### src/rtl/membus_master.sv
// membus_master: turns one client read/write/read-modify-write request into the
// PDP-6 memory bus handshake, with a timeout that flags nonexistent memory.
//
// state  | meaning
// -------+----------------------------------------------------------
// IDLE   | waiting for start with a non-zero op
// ADDR   | request levels, ma and sel on the bus; waiting for addr_ack
// RDWAIT | request levels down; ORing mb_in until rd_rs is seen high
// RDTAIL | RD_SETTLE cycles of ORing, then one rdata_vld cycle
// MODIFY | rmw only: holding until the client strobes modified data
// WDATA  | one quiet cycle, then WR_PULSE cycles of write data on mb_out
// WRS    | wr_rs high for WRS_LEN cycles, mb_out back at zero
// DONE   | done pulse, back to IDLE
module membus_master #(
  parameter int ACK_TIMEOUT = 1000,
  parameter int RD_SETTLE   = 4,
  parameter int WR_PULSE    = 4,
  parameter int WRS_LEN     = 2,
  parameter bit FMC_EN      = 1'b0
) (
  input  logic        clk,
  input  logic        reset,
  input  logic        start,
  input  logic [1:0]  op,
  input  logic [17:0] addr,
  input  logic [35:0] wdata,
  input  logic        wdata_stb,
  output logic        busy,
  output logic [35:0] rdata,
  output logic        rdata_vld,
  output logic        done,
  output logic        nxm,
  output logic        membus_rq_cyc,
  output logic        membus_rd_rq,
  output logic        membus_wr_rq,
  output logic [14:0] membus_ma,
  output logic [3:0]  membus_sel,
  output logic        membus_fmc_select,
  output logic [35:0] membus_mb_out,
  output logic        membus_wr_rs,
  input  logic        membus_addr_ack,
  input  logic        membus_rd_rs,
  input  logic [35:0] membus_mb_in
);

  // PDP-6 bit 35 is the LSB, so addr[18:21] maps to addr[17:14] and addr[21:35] to addr[14:0].
  localparam int CNT_W = $clog2(ACK_TIMEOUT + RD_SETTLE + WR_PULSE + WRS_LEN + 1);

  typedef enum logic [2:0] {
    S_IDLE, S_ADDR, S_RDWAIT, S_RDTAIL, S_MODIFY, S_WDATA, S_WRS, S_DONE
  } state_t;

  state_t             state;
  state_t             state_nxt;
  logic [CNT_W-1:0]   cnt;
  logic [CNT_W-1:0]   cnt_load;
  logic               cnt_zero;
  logic [1:0]         op_q;
  logic [17:0]        addr_q;
  logic [35:0]        wdata_q;
  logic               accept;
  logic               timeout;
  logic               or_en;

  assign cnt_zero = (cnt == '0);
  assign accept   = (state == S_IDLE) && start && (op != 2'b00);
  assign timeout  = cnt_zero && (((state == S_ADDR) && !membus_addr_ack) ||
                                 ((state == S_RDWAIT) && !membus_rd_rs));
  assign or_en    = (state == S_ADDR) || (state == S_RDWAIT) ||
                    ((state == S_RDTAIL) && !cnt_zero);

  always_ff @(posedge clk or posedge reset) begin
    if (reset) begin
      state <= S_IDLE;
    end else begin
      state <= state_nxt;
    end
  end

  always_comb begin
    state_nxt = state;
    case (state)
      S_IDLE:   if (accept) state_nxt = S_ADDR;
      S_ADDR: begin
        // addr_ack takes priority over a timeout landing in the same cycle
        if (membus_addr_ack) state_nxt = op_q[0] ? S_RDWAIT : S_WDATA;
        else if (cnt_zero)   state_nxt = S_DONE;
      end
      S_RDWAIT: begin
        if (membus_rd_rs)    state_nxt = S_RDTAIL;
        else if (cnt_zero)   state_nxt = S_DONE;
      end
      S_RDTAIL: if (cnt_zero) state_nxt = op_q[1] ? S_MODIFY : S_DONE;
      S_MODIFY: if (wdata_stb) state_nxt = S_WDATA;
      S_WDATA:  if (cnt_zero) state_nxt = S_WRS;
      S_WRS:    if (cnt_zero) state_nxt = S_DONE;
      S_DONE:   state_nxt = S_IDLE;
      default:  state_nxt = S_IDLE;
    endcase
  end

  // WDATA loads WR_PULSE (not WR_PULSE-1) to get the leading zero cycle on mb_out
  always_comb begin
    cnt_load = '0;
    case (state_nxt)
      S_ADDR, S_RDWAIT: cnt_load = CNT_W'(ACK_TIMEOUT - 1);
      S_RDTAIL:         cnt_load = CNT_W'(RD_SETTLE);
      S_WDATA:          cnt_load = CNT_W'(WR_PULSE);
      S_WRS:            cnt_load = CNT_W'(WRS_LEN - 1);
      default:          cnt_load = '0;
    endcase
  end

  always_ff @(posedge clk or posedge reset) begin
    if (reset) begin
      cnt     <= '0;
      op_q    <= '0;
      addr_q  <= '0;
      wdata_q <= '0;
      rdata   <= '0;
      nxm     <= 1'b0;
    end else begin
      if (state_nxt != state) begin
        cnt <= cnt_load;
      end else if (!cnt_zero) begin
        cnt <= cnt - CNT_W'(1);
      end

      if (accept) begin
        op_q   <= op;
        addr_q <= addr;
        rdata  <= '0;
        nxm    <= 1'b0;
        if (op == 2'b10) wdata_q <= wdata;
      end else if (or_en) begin
        rdata <= rdata | membus_mb_in;
      end

      if ((state == S_MODIFY) && wdata_stb) wdata_q <= wdata;
      if (timeout) nxm <= 1'b1;
    end
  end

  always_comb begin
    busy              = (state != S_IDLE);
    done              = (state == S_DONE);
    rdata_vld         = (state == S_RDTAIL) && cnt_zero;
    membus_rq_cyc     = 1'b0;
    membus_rd_rq      = 1'b0;
    membus_wr_rq      = 1'b0;
    membus_ma         = '0;
    membus_sel        = '0;
    membus_fmc_select = 1'b0;
    membus_mb_out     = '0;
    membus_wr_rs      = 1'b0;
    case (state)
      S_ADDR: begin
        membus_rq_cyc     = 1'b1;
        membus_rd_rq      = op_q[0];
        membus_wr_rq      = op_q[1];
        membus_ma         = addr_q[14:0];
        membus_sel        = addr_q[17:14];
        membus_fmc_select = FMC_EN && (addr_q[17:4] == 14'd0);
      end
      S_WDATA: if (cnt != CNT_W'(WR_PULSE)) membus_mb_out = wdata_q;
      S_WRS:   membus_wr_rs = 1'b1;
      default: ;
    endcase
  end

endmodule
### config.mk
export PLATFORM = sky130hd
export DESIGN_NAME = membus_master
export DESIGN_NICKNAME = d
export VERILOG_FILES = /design/src/rtl/membus_master.sv
export SDC_FILE = /design/constraint.sdc
export NUM_CORES = 1
export LEC_CHECK = 0
export CORE_ASPECT_RATIO = 0.8
export CORE_MARGIN = 3
export CORE_UTILIZATION = 57
export DETAILED_ROUTE_END_ITERATION = 7
export DONT_BUFFER_PORTS = 1
export HOLD_SLACK_MARGIN = 0.06
export MAX_ROUTING_LAYER = met4
export PLACE_DENSITY = 0.83
export REMOVE_ABC_BUFFERS = 1
export SETUP_SLACK_MARGIN = 0.3
export SLEW_MARGIN = 10
export SYNTH_ARGS = -nofsm -noshare
export SYNTH_HDL_FRONTEND = slang
export SYNTH_SLANG_ARGS = --single-unit
export TNS_END_PERCENT = 20
### constraint.sdc
create_clock -name clk -period 3.63 [get_ports clk]
set_input_delay 1.089 -clock clk [delete_from_list [all_inputs] [get_ports clk]]
set_output_delay 1.089 -clock clk [all_outputs]
set_load 0.005 [all_outputs]
==> qor.csv <==
stage,metric,value,unit
status,status,"complete, no violations",
critical_path,rr_worst_depth,9,
power,p_per_area,376,nW/um^2
grt,globalRouteOverflowTotal,0,
yosys,ys_seq_elements,106,
critical_path,rrSetupSlack,0.41,ns
yosys,avgSynthCellArea,11.1,sq um
critical_path,worstPathRequired,3.83,ns
run,cap_violations,0,
placed_design,dpl_cell_area,4940,sq um
route,drtIter0Drc,120,
cts,cts_buffer_depth,2,
cts,worstSkewPairLatency,0.35,ns
timing,slew_violations,0,
yosys,synthesis.area,4800,sq um
power,peakVddDrop,0.300,mV
power,switching_power,0.458,mW
critical_path,crit_family,simple AND/OR/NAND/NOR gates,
route,postRouteAntennaNets,0,
timing,hold_slack,0.505,ns
critical_path,start_kind,flop,
cells_and_area,final_util,64.3,%
timing,tns,0,ns
critical_path,cpMaxStageDelayCell,nor4_1,
min_path,whs_endpoint,wdata_q[20]$_DFFE_PP0P_,
cells_and_area,finalNonFillerCells,541,
power,power.internal,1.49,mW
min_path,hold-path-cell-count,1,
cells_and_area,drive_gt1_share,23.1,%
timing,relSlewSlack,42.5,%
timing,final-hold-violation-count,0,
yosys,yosysTopAreaCellShare,55.2,%
grt,grt_pass1_vias,3072,
route,drc_errors,0,
cts,cts.sinks,106,
yosys,synth_area_leader_cell,dfrtp_1,
yosys,netlist_instances,431,
cts,clkTransAtPathRegs,0.10,ns
grt,grt_use_total,21.7,%
power,p_leak,2.23,nW
placed_design,place_inst,522,
yosys,synth_edf_count,0,
cts,cts_hold_buffers,0,
min_path,hold_class,reg2reg,
timing,worst_pin_slew,0.862,ns
cells_and_area,final_common_cell,dfrtp_1,
min_path,worstHoldStart,wdata_q[20]$_DFFE_PP0P_,
route,totalWireLength,10.3,mm
yosys,synth_seq_area_share,55.2,%
cts,cts-root-buf,clkbuf_8,
placed_design,gp_congestion,0.865,
cells_and_area,nNetsFinal,528,
critical_path,cpPeakStageDelay,0.50,ns
power,switching_share,23.5,%
die,num_io_pins,198,
placed_design,dp_hpwl,7.58,mm
timing,grt_setup_unrepaired,true,
die,die_width,109,um
critical_path,r2r_start,cnt[0]$_DFFE_PP0P_,
power,pwr-share-comb,2.5,%
die,die_h,88.1,um
grt,grt_first_pass_wirelength,15.4,mm
yosys,synth-main-ff-cell,dfrtp_1,
critical_path,worst-path-buf-inv,2,
cells_and_area,area_growth,7.81,%
critical_path,crit_path_end_kind,flop,
timing,max_freq,0.311,GHz
yosys,synth_cell_types,43,
route,num_vias,3111,
timing,skew,0.0168,ns
critical_path,critPathKind,reg2reg,
power,p_seq_share,62.2,%
placed_design,io_buffer_count,0,
cells_and_area,antenna_cells,0,
die,dieArea,9570,sq um
die,rows,29,
yosys,synthTopCellsByArea,"dfrtp_1, mux2_2, and2_1",
power,pwr-share-clk,35.3,%
critical_path,cp_cell_sequence,inv_1 > ha_1 > or4b_4 > or3_4 > buf_4 > nor4_1 > nor3_1 > mux2i_1 > mux2i_1,
critical_path,cp.arrival,3.42,ns
die,initial_core_util,59.6,%
critical_path,timing.rr.end,cnt[6]$_DFFE_PP0P_,
yosys,async_flop_share,100,%
cts,cts-buffers-inserted,9,
critical_path,worst-path-max-fanout,7,
cts,htreeDepth,3,
cts,cts_tree,built,
timing,fin_crit_sh,88.7,%
route,wire_per_inst,19.0,um
die,core_area,8060,sq um
grt,grt_max_degree,63,
cells_and_area,final_area,5180,sq um
grt,antenna_found_initial,0,
timing,min_period,3.22,ns
cells_and_area,final_cell_mix,"dfrtp_1, and2_1, mux2_2",
timing,setup-violations-final,0,
yosys,synth-warning-count,0,
critical_path,timing.critical_path.mode_cell,mux2i_1,
route,dr.pass1.iters,6,
route,vias_per_cell,5.75,
## repair_timing
action                     in CTS  in global routing
pin swaps                       0                  3
setup endpoints to repair      37                 38
gates resized for setup         2                  3
buffers inserted                0                  3
## layout make-up
cell class                      instances  area [sq um]
Clock buffer                            9           124
Fill cell                             644          2880
Inverter                                8          32.5
Timing Repair Buffer                   11          95.1
Clock inverter                          7          68.8
Sequential cell                       106          2650
Tap cell                              108           135
Multi-Input combinational cell        292          2070
## stage by stage
| step | power [mW] | setup WS, ns |
|---|---|---|
| after floorplan | 1.27 | -0.812 |
| after global placement | 1.28 | 0.568 |
| after detailed placement | 1.29 | 0.458 |
| after CTS | 1.97 | 0.265 |
| after global routing | 2.03 | 0.269 |
| final | 1.95 | 0.411 |
## power by group through the flow
stage / sequential, mW / combinational, mW / clock [mW]
floorplan: 1.23 / 0.0391 / 0
global placement: 1.23 / 0.0490 / 0
detailed placement: 1.23 / 0.0514 / 0
CTS: 1.21 / 0.0515 / 0.706
global route: 1.21 / 0.0561 / 0.757
finish: 1.21 / 0.0485 / 0.687
## routing by layer
metal | part of all wire, % | global-route usage [%] | up-vias
li1 | - | - | 1448
met5 | 0 | - | -
met1 | 40 | 27.0 | 1501
met2 | 51 | 35.0 | 160
met4 | 0.34 | 4.01 | 0
met3 | 8.6 | 7.44 | 2
## worst max path at each step
| stage | slack, ns | cells past startpoint | startpoint | endpoint |
|---|---|---|---|---|
| after floorplan | -0.81 | 4 | op[1] | wdata_q[0]$_DFFE_PP0P_ |
| after global placement | 0.57 | 8 | cnt[0]$_DFFE_PP0P_ | cnt[2]$_DFFE_PP0P_ |
| after detailed placement | 0.46 | 8 | cnt[0]$_DFFE_PP0P_ | cnt[2]$_DFFE_PP0P_ |
| after CTS | 0.26 | 6 | cnt[0]$_DFFE_PP0P_ | membus_mb_out[22] |
| after global routing | 0.27 | 9 | cnt[0]$_DFFE_PP0P_ | cnt[7]$_DFFE_PP0P_ |
| final | 0.41 | 9 | cnt[0]$_DFFE_PP0P_ | cnt[6]$_DFFE_PP0P_ |
## cell usage after synthesis, types with 2 or more instances
cell type and instances:
mux2_2 54, nand3_1 3, nand3b_1 2, clkbuf_1 23
buf_4 2, nand2b_1 4, and2_1 58, o21ai_0 3
ha_1 2, xor2_1 2, inv_1 8, nor2b_1 4
mux2i_1 9, xnor2_1 6, or3_1 3, dfrtp_1 106
a21bo_2 2, nor4b_1 2, nor3b_1 3, nor3_1 8
nand2_1 13, nor2_1 49, a21oi_1 45
## registers in the layout (all words and copies together) (netlist names)
name and flops:
addr_q 18, rdata 36, nxm 1, wdata_q 36, cnt 10, op_q 2
state 3
## logic make-up (layout without fill, tap and decap cells)
| kind of cell | Yosys count | after routing | share of synthesized area (%) |
|---|---|---|---|
| xor gates and xnor gates | 8 | 8 | 1.46 |
| AOI/OAI and AO/OA | 59 | 59 | 7.35 |
| buffers and inverters | 33 | 35 | 2.73 |
| muxes | 64 | 64 | 14.8 |
| DFF | 106 | 106 | 55.2 |
| adders and majority gates | 2 | 2 | 0.521 |
| and+or+nand+nor | 158 | 158 | 17.8 |
| other | 1 | 1 | 0.0781 |
Power figures use the tool's default switching activity.
==> RTL change 1: new RTL, same flow settings <==
Set the parameter `RD_SETTLE` to 2 (it was 4).
--- a/src/rtl/membus_master.sv
+++ b/src/rtl/membus_master.sv
@@ -14,5 +14,5 @@
 module membus_master #(
   parameter int ACK_TIMEOUT = 1000,
-  parameter int RD_SETTLE   = 4,
+  parameter int RD_SETTLE   = 2,
   parameter int WR_PULSE    = 4,
   parameter int WRS_LEN     = 2,
Function: changed (Yosys sat finds a counterexample within 10 cycles, from zero or initial values and one cycle with reset high).
==> RTL change 1 against the unedited design <==
- area after synthesis grew 0.73%
- die area up 0.68%
- setup slack improved by 71 ps
- wire length is 2.6% lower
- critical path depth fell by 2
- cell area is 1.3% lower
- global-route usage down 0.86 points
- sequential cell count stayed put
- critical endpoint is now membus_mb_out[22]
Power is not compared: it rests on default switching activity, and its combinational part moved more than twofold at a synthesized area within 25%.
==> RTL change 1: results (changes against the unedited design) <==
Status: completed (unchanged)
DP HPWL: 7310 um (was 7580 um)
Largest fanout on the critical path: 36 (was 7)
Latest clock arrival within the worst-skew pair: 360 ps
Final #Nets: 527 (was 528)
Postcts setup bufs: 0 (unchanged)
Router iterations before antenna repair: 4 (was 6)
Top Registers: rdata (36), wdata_q (36), addr_q (18) (unchanged)
Share of layout cells above drive strength 1: 21.1% (was 23.1%)
Most common library cells after synthesis: dfrtp_1 (106), and2_1 (57), mux2_2 (54) (was dfrtp_1 (106), and2_1 (58), mux2_2 (54))
Initial antenna violation count: 0 (unchanged)
Clock buf count: 12 (was 9)
Worst path arrival time: 2060 ps (was 3420 ps)
Multi-input comb cells: 293 (was 292)
Final GP Congestion: 0.825 (was 0.865)
Root Buffer: clkbuf_8 (unchanged)
Area post-placement: 0.00492 sq mm (was 0.00494 sq mm)
Vias/cell: 5.81 (was 5.75)
Clock Tree Buf Depth: 2 (unchanged)
P_seq: 2.14 mW
Inverters: 10 (was 8)
Post-synth cell types: 51 (was 43)
Top cells by area, synth: dfrtp_1 (55%), mux2_2 (13%), and2_1 (7.4%), a21oi_1 (4.8%), nor2_1 (3.6%) (was dfrtp_1 (55%), mux2_2 (13%), and2_1 (7.6%), a21oi_1 (4.7%), nor2_1 (3.8%))
CTS Buf Count: 9 (unchanged)
Clk_skew: 7.94 ps (was 16.8 ps)
Gr usage total: 20.8% (was 21.7%)
Max-slew headroom: 50.6% (was 42.5%)
Final clock-cell share: 3.52% (was 3.72%)
Static Leakage: 2.11 nW
Logic pwr share: 33.7%
P_sw: 1.56 mW
Wirelength per Cell: 18.6 um (was 19.0 um)
Sequential share of the synthesized area: 54.8% (was 55.2%)
Ys async rst share: 100% (unchanged)
CP max-delay cell: or4b_4 (was nor4_1)
Gr ovfl total: 0 (unchanged)
CTS clk-pin slew, worst paths: 100 ps (about the same)
Fraction of area in registers: 51.9% (was 51.2%)
Crit-path max cell delay: 490 ps
Largest net degree at the start of global routing: 56 (was 63)
Vias in the first global route: 3,002 (was 3,072)
Worst Hold Class: reg2reg (unchanged)
Starting DRT DRC Count: 228 (was 120)
N_taps: 108 (unchanged)
Non-clk buf share: 1.35% (was 1.84%)
Place WS: 758 ps (was 458 ps)
Plain + repair buffers: 7 (was 11)
Yosys Warn Count: 0 (unchanged)
Area of the multi-input gates: 0.00203 sq mm (was 0.00207 sq mm)
Global-route wire length before repair: 14,900 um (was 15,400 um)
Filler cell count: 615 (was 644)
## RTL change 1: layer usage
layer / vias to the layer above / track usage (%) / share of wire (%)
li1: 1459 / - / -
met1: 1511 / 26.4 / 42
met2: 153 / 32.9 / 49
met3: 12 / 5.98 / 8.1
met4: 0 / 6.08 / 1.1
met5: - / - / 0
## RTL change 1: path summary, 6_finish.rpt
kind,start,to,slack [ps],depth (start not counted)
max,cnt[0]$_DFFE_PP0P_,membus_mb_out[22],480,7
min,wdata_q[10]$_DFFE_PP0P_,wdata_q[10]$_DFFE_PP0P_,500,1
max reg2reg,cnt[0]$_DFFE_PP0P_,cnt[8]$_DFFE_PP0P_,890,8
min reg2reg,wdata_q[10]$_DFFE_PP0P_,wdata_q[10]$_DFFE_PP0P_,500,1
max in group asynchronous,reset,wdata_q[28]$_DFFE_PP0P_,2220,2
min in group asynchronous,reset,rdata[33]$_DFFE_PP0P_,690,1
## RTL change 1: worst max-delay path: cells and delay by family, from the launching register on
kind	cells	cell delay (ps)
flip-flops	1	410
buffers and inverters	2	260
AND/OR/NAND/NOR	3	820
adder cells (fa/ha/maj)	1	130
AO/OA/AOI/OAI	1	70
## RTL change 1: stage by stage
step	cells	power, mW
after floorplan	409	3.16
after global placement	524	3.48
after detailed placement	524	3.58
after CTS	540	4.25
after global routing	540	4.55
final	540	4.23
## RTL change 1: timing repair
item	in CTS	in global routing
resized for setup	0	4
hold buffers	0	0
setup endpoints to repair	0	57
hold endpoints to repair	0	0
## RTL change 1: cell families (layout without fill, tap and decap cells)
kind of cell,count (synthesis),count (layout),synth area share [%]
xor gates and xnor gates,8,8,1.45
buffers and inverters,39,33,3.62
DFF,106,106,54.8
muxes,55,55,12.8
other,1,1,0.0775
adders and majority gates,2,2,0.517
and+or+nand+nor,150,150,16.5
AOI/OAI and AO/OA,77,77,10.2
==> RTL change 2: new RTL, config.mk and constraints unchanged <==
Made on the original files. The 8 states of `state_t` get a one-hot encoding in 8 bits.
--- a/src/rtl/membus_master.sv
+++ b/src/rtl/membus_master.sv
@@ -47,6 +47,6 @@
   localparam int CNT_W = $clog2(ACK_TIMEOUT + RD_SETTLE + WR_PULSE + WRS_LEN + 1);
 
-  typedef enum logic [2:0] {
-    S_IDLE, S_ADDR, S_RDWAIT, S_RDTAIL, S_MODIFY, S_WDATA, S_WRS, S_DONE
+  typedef enum logic [7:0] {
+    S_IDLE = 8'b00000001, S_ADDR = 8'b00000010, S_RDWAIT = 8'b00000100, S_RDTAIL = 8'b00001000, S_MODIFY = 8'b00010000, S_WDATA = 8'b00100000, S_WRS = 8'b01000000, S_DONE = 8'b10000000
   } state_t;
 
Function: same outputs for any inputs over 4 cycles, from zero or initial values and one cycle with reset high; so few cycles prove little.
==> RTL change 2 against the unedited design <==
- area after synthesis increased by 7.5%
- setup slack gained 30 ps
- cell area is 7.6% higher
- sequential cell count grew 5
- clock skew fell by 8.1 ps
- via count rose by 4.8%
- wire length is 3.7% higher
- critical path type is now reg2out
- critical endpoint is now membus_mb_out[4]
Power is not compared: it rests on default switching activity, and its combinational part moved more than twofold at a synthesized area within 25%.
==> RTL change 2: results (changes against the unedited design) <==
Final WL: 10,700 um (was 10,300 um)
Non-clk buf share: 1.23% (was 1.84%)
Inverters: 11 (was 8)
Worst path arrival time: 2100 ps (was 3420 ps)
GR Layer Usage met3: 6.40% (was 7.44%)
Share of layout cells above drive strength 1: 21.1% (was 23.1%)
Fraction of area in registers: 49.9% (was 51.2%)
Place WS: 426 ps (was 458 ps)
Plain + repair buffers: 7 (was 11)
Met1 wire length: 4470 um (was 4170 um)
Clock buf count: 11 (was 9)
Hold Path Sink: addr_q[10]$_DFFE_PP0N_ (was wdata_q[20]$_DFFE_PP0P_)
Final clock-cell share: 6.11% (was 3.72%)
Sequential share of the synthesized area: 53.8% (was 55.2%)
Area post-placement: 0.00521 sq mm (was 0.00494 sq mm)
Starting DRT DRC Count: 184 (was 120)
Seq cells: 111 (was 106)
Final period util: 87.8% (was 88.7%)
Final Cell Area: 0.00557 sq mm (was 0.00518 sq mm)
Cells after Synth: 445 (was 431)
Fin Hold WS: 499 ps (was 505 ps)
Status: completed (unchanged)
Met2 global-route usage: 33.7% (was 35.0%)
CTS clk-pin slew, worst paths: 70 ps (was 100 ps)
GRT met1 Usage: 28.6% (was 27.0%)
Final Non-Filler Cells: 557 (was 541)
Post-synth cell types: 57 (was 43)
Root Buffer: clkbuf_16 (was clkbuf_8)
Global-route wire length before repair: 17,600 um (was 15,400 um)
Met3 Routed Length: 904 um (was 886 um)
Crit path from: state[7]$_DFF_PP0_ (was cnt[0]$_DFFE_PP0P_)
Vias/cell: 5.85 (was 5.75)
Most common library cells after synthesis: dfrtp_1 (110), and2_1 (57), nor2_1 (54) (was dfrtp_1 (106), and2_1 (58), mux2_2 (54))
Met2 routed WL: 5120 um (was 5200 um)
Largest net degree at the start of global routing: 47 (was 63)
Post-Place Cells: 540 (was 522)
Reg2Reg Setup Slack: 880 ps (was 410 ps)
Vias in the first global route: 3,437 (was 3,072)
Top cells by area, synth: dfrtp_1 (53%), mux2_4 (8.7%), and2_1 (6.9%), mux2_2 (5.2%), nor2_1 (3.9%) (was dfrtp_1 (55%), mux2_2 (13%), and2_1 (7.6%), a21oi_1 (4.7%), nor2_1 (3.8%))
Worst R2R Start: state[5]$_DFF_PP0_ (was cnt[0]$_DFFE_PP0P_)
Largest fanout on the critical path: 36 (was 7)
Die width: 112 um (was 109 um)
[RTL change 2: where the power goes]
part / switching [mW] / internal, mW
logic: 0.628 / 0.692
registers: 0.355 / 1.73
clock network: 0.435 / 0.649
total: 1.42 / 3.07
[RTL change 2: logic make-up after synthesis]
logic type / synth area share (%)
AO/OA/AOI/OAI: 7.97
XOR/XNOR: 1.53
adder cells (fa/ha/maj): 0.484
buffers and inverters: 3.90
flip-flops: 53.8
multiplexers: 14.0
other: 0.0726
AND/OR/NAND/NOR: 18.3
[RTL change 2: what timing repair did]
action                     4_1_cts  5_1_grt
gates cloned                     0        0
setup endpoints to repair       36       24
pin swaps                        0        1
gates resized for setup          3        0
buffers inserted                 0        1
[RTL change 2: worst max-delay path, stage by stage, from the launching register on]
cell and delay [ps]:
dfrtp_1 460, nor4_4 380, nand4_1 220, a41oi_2 250, buf_6 250, and2_1 200
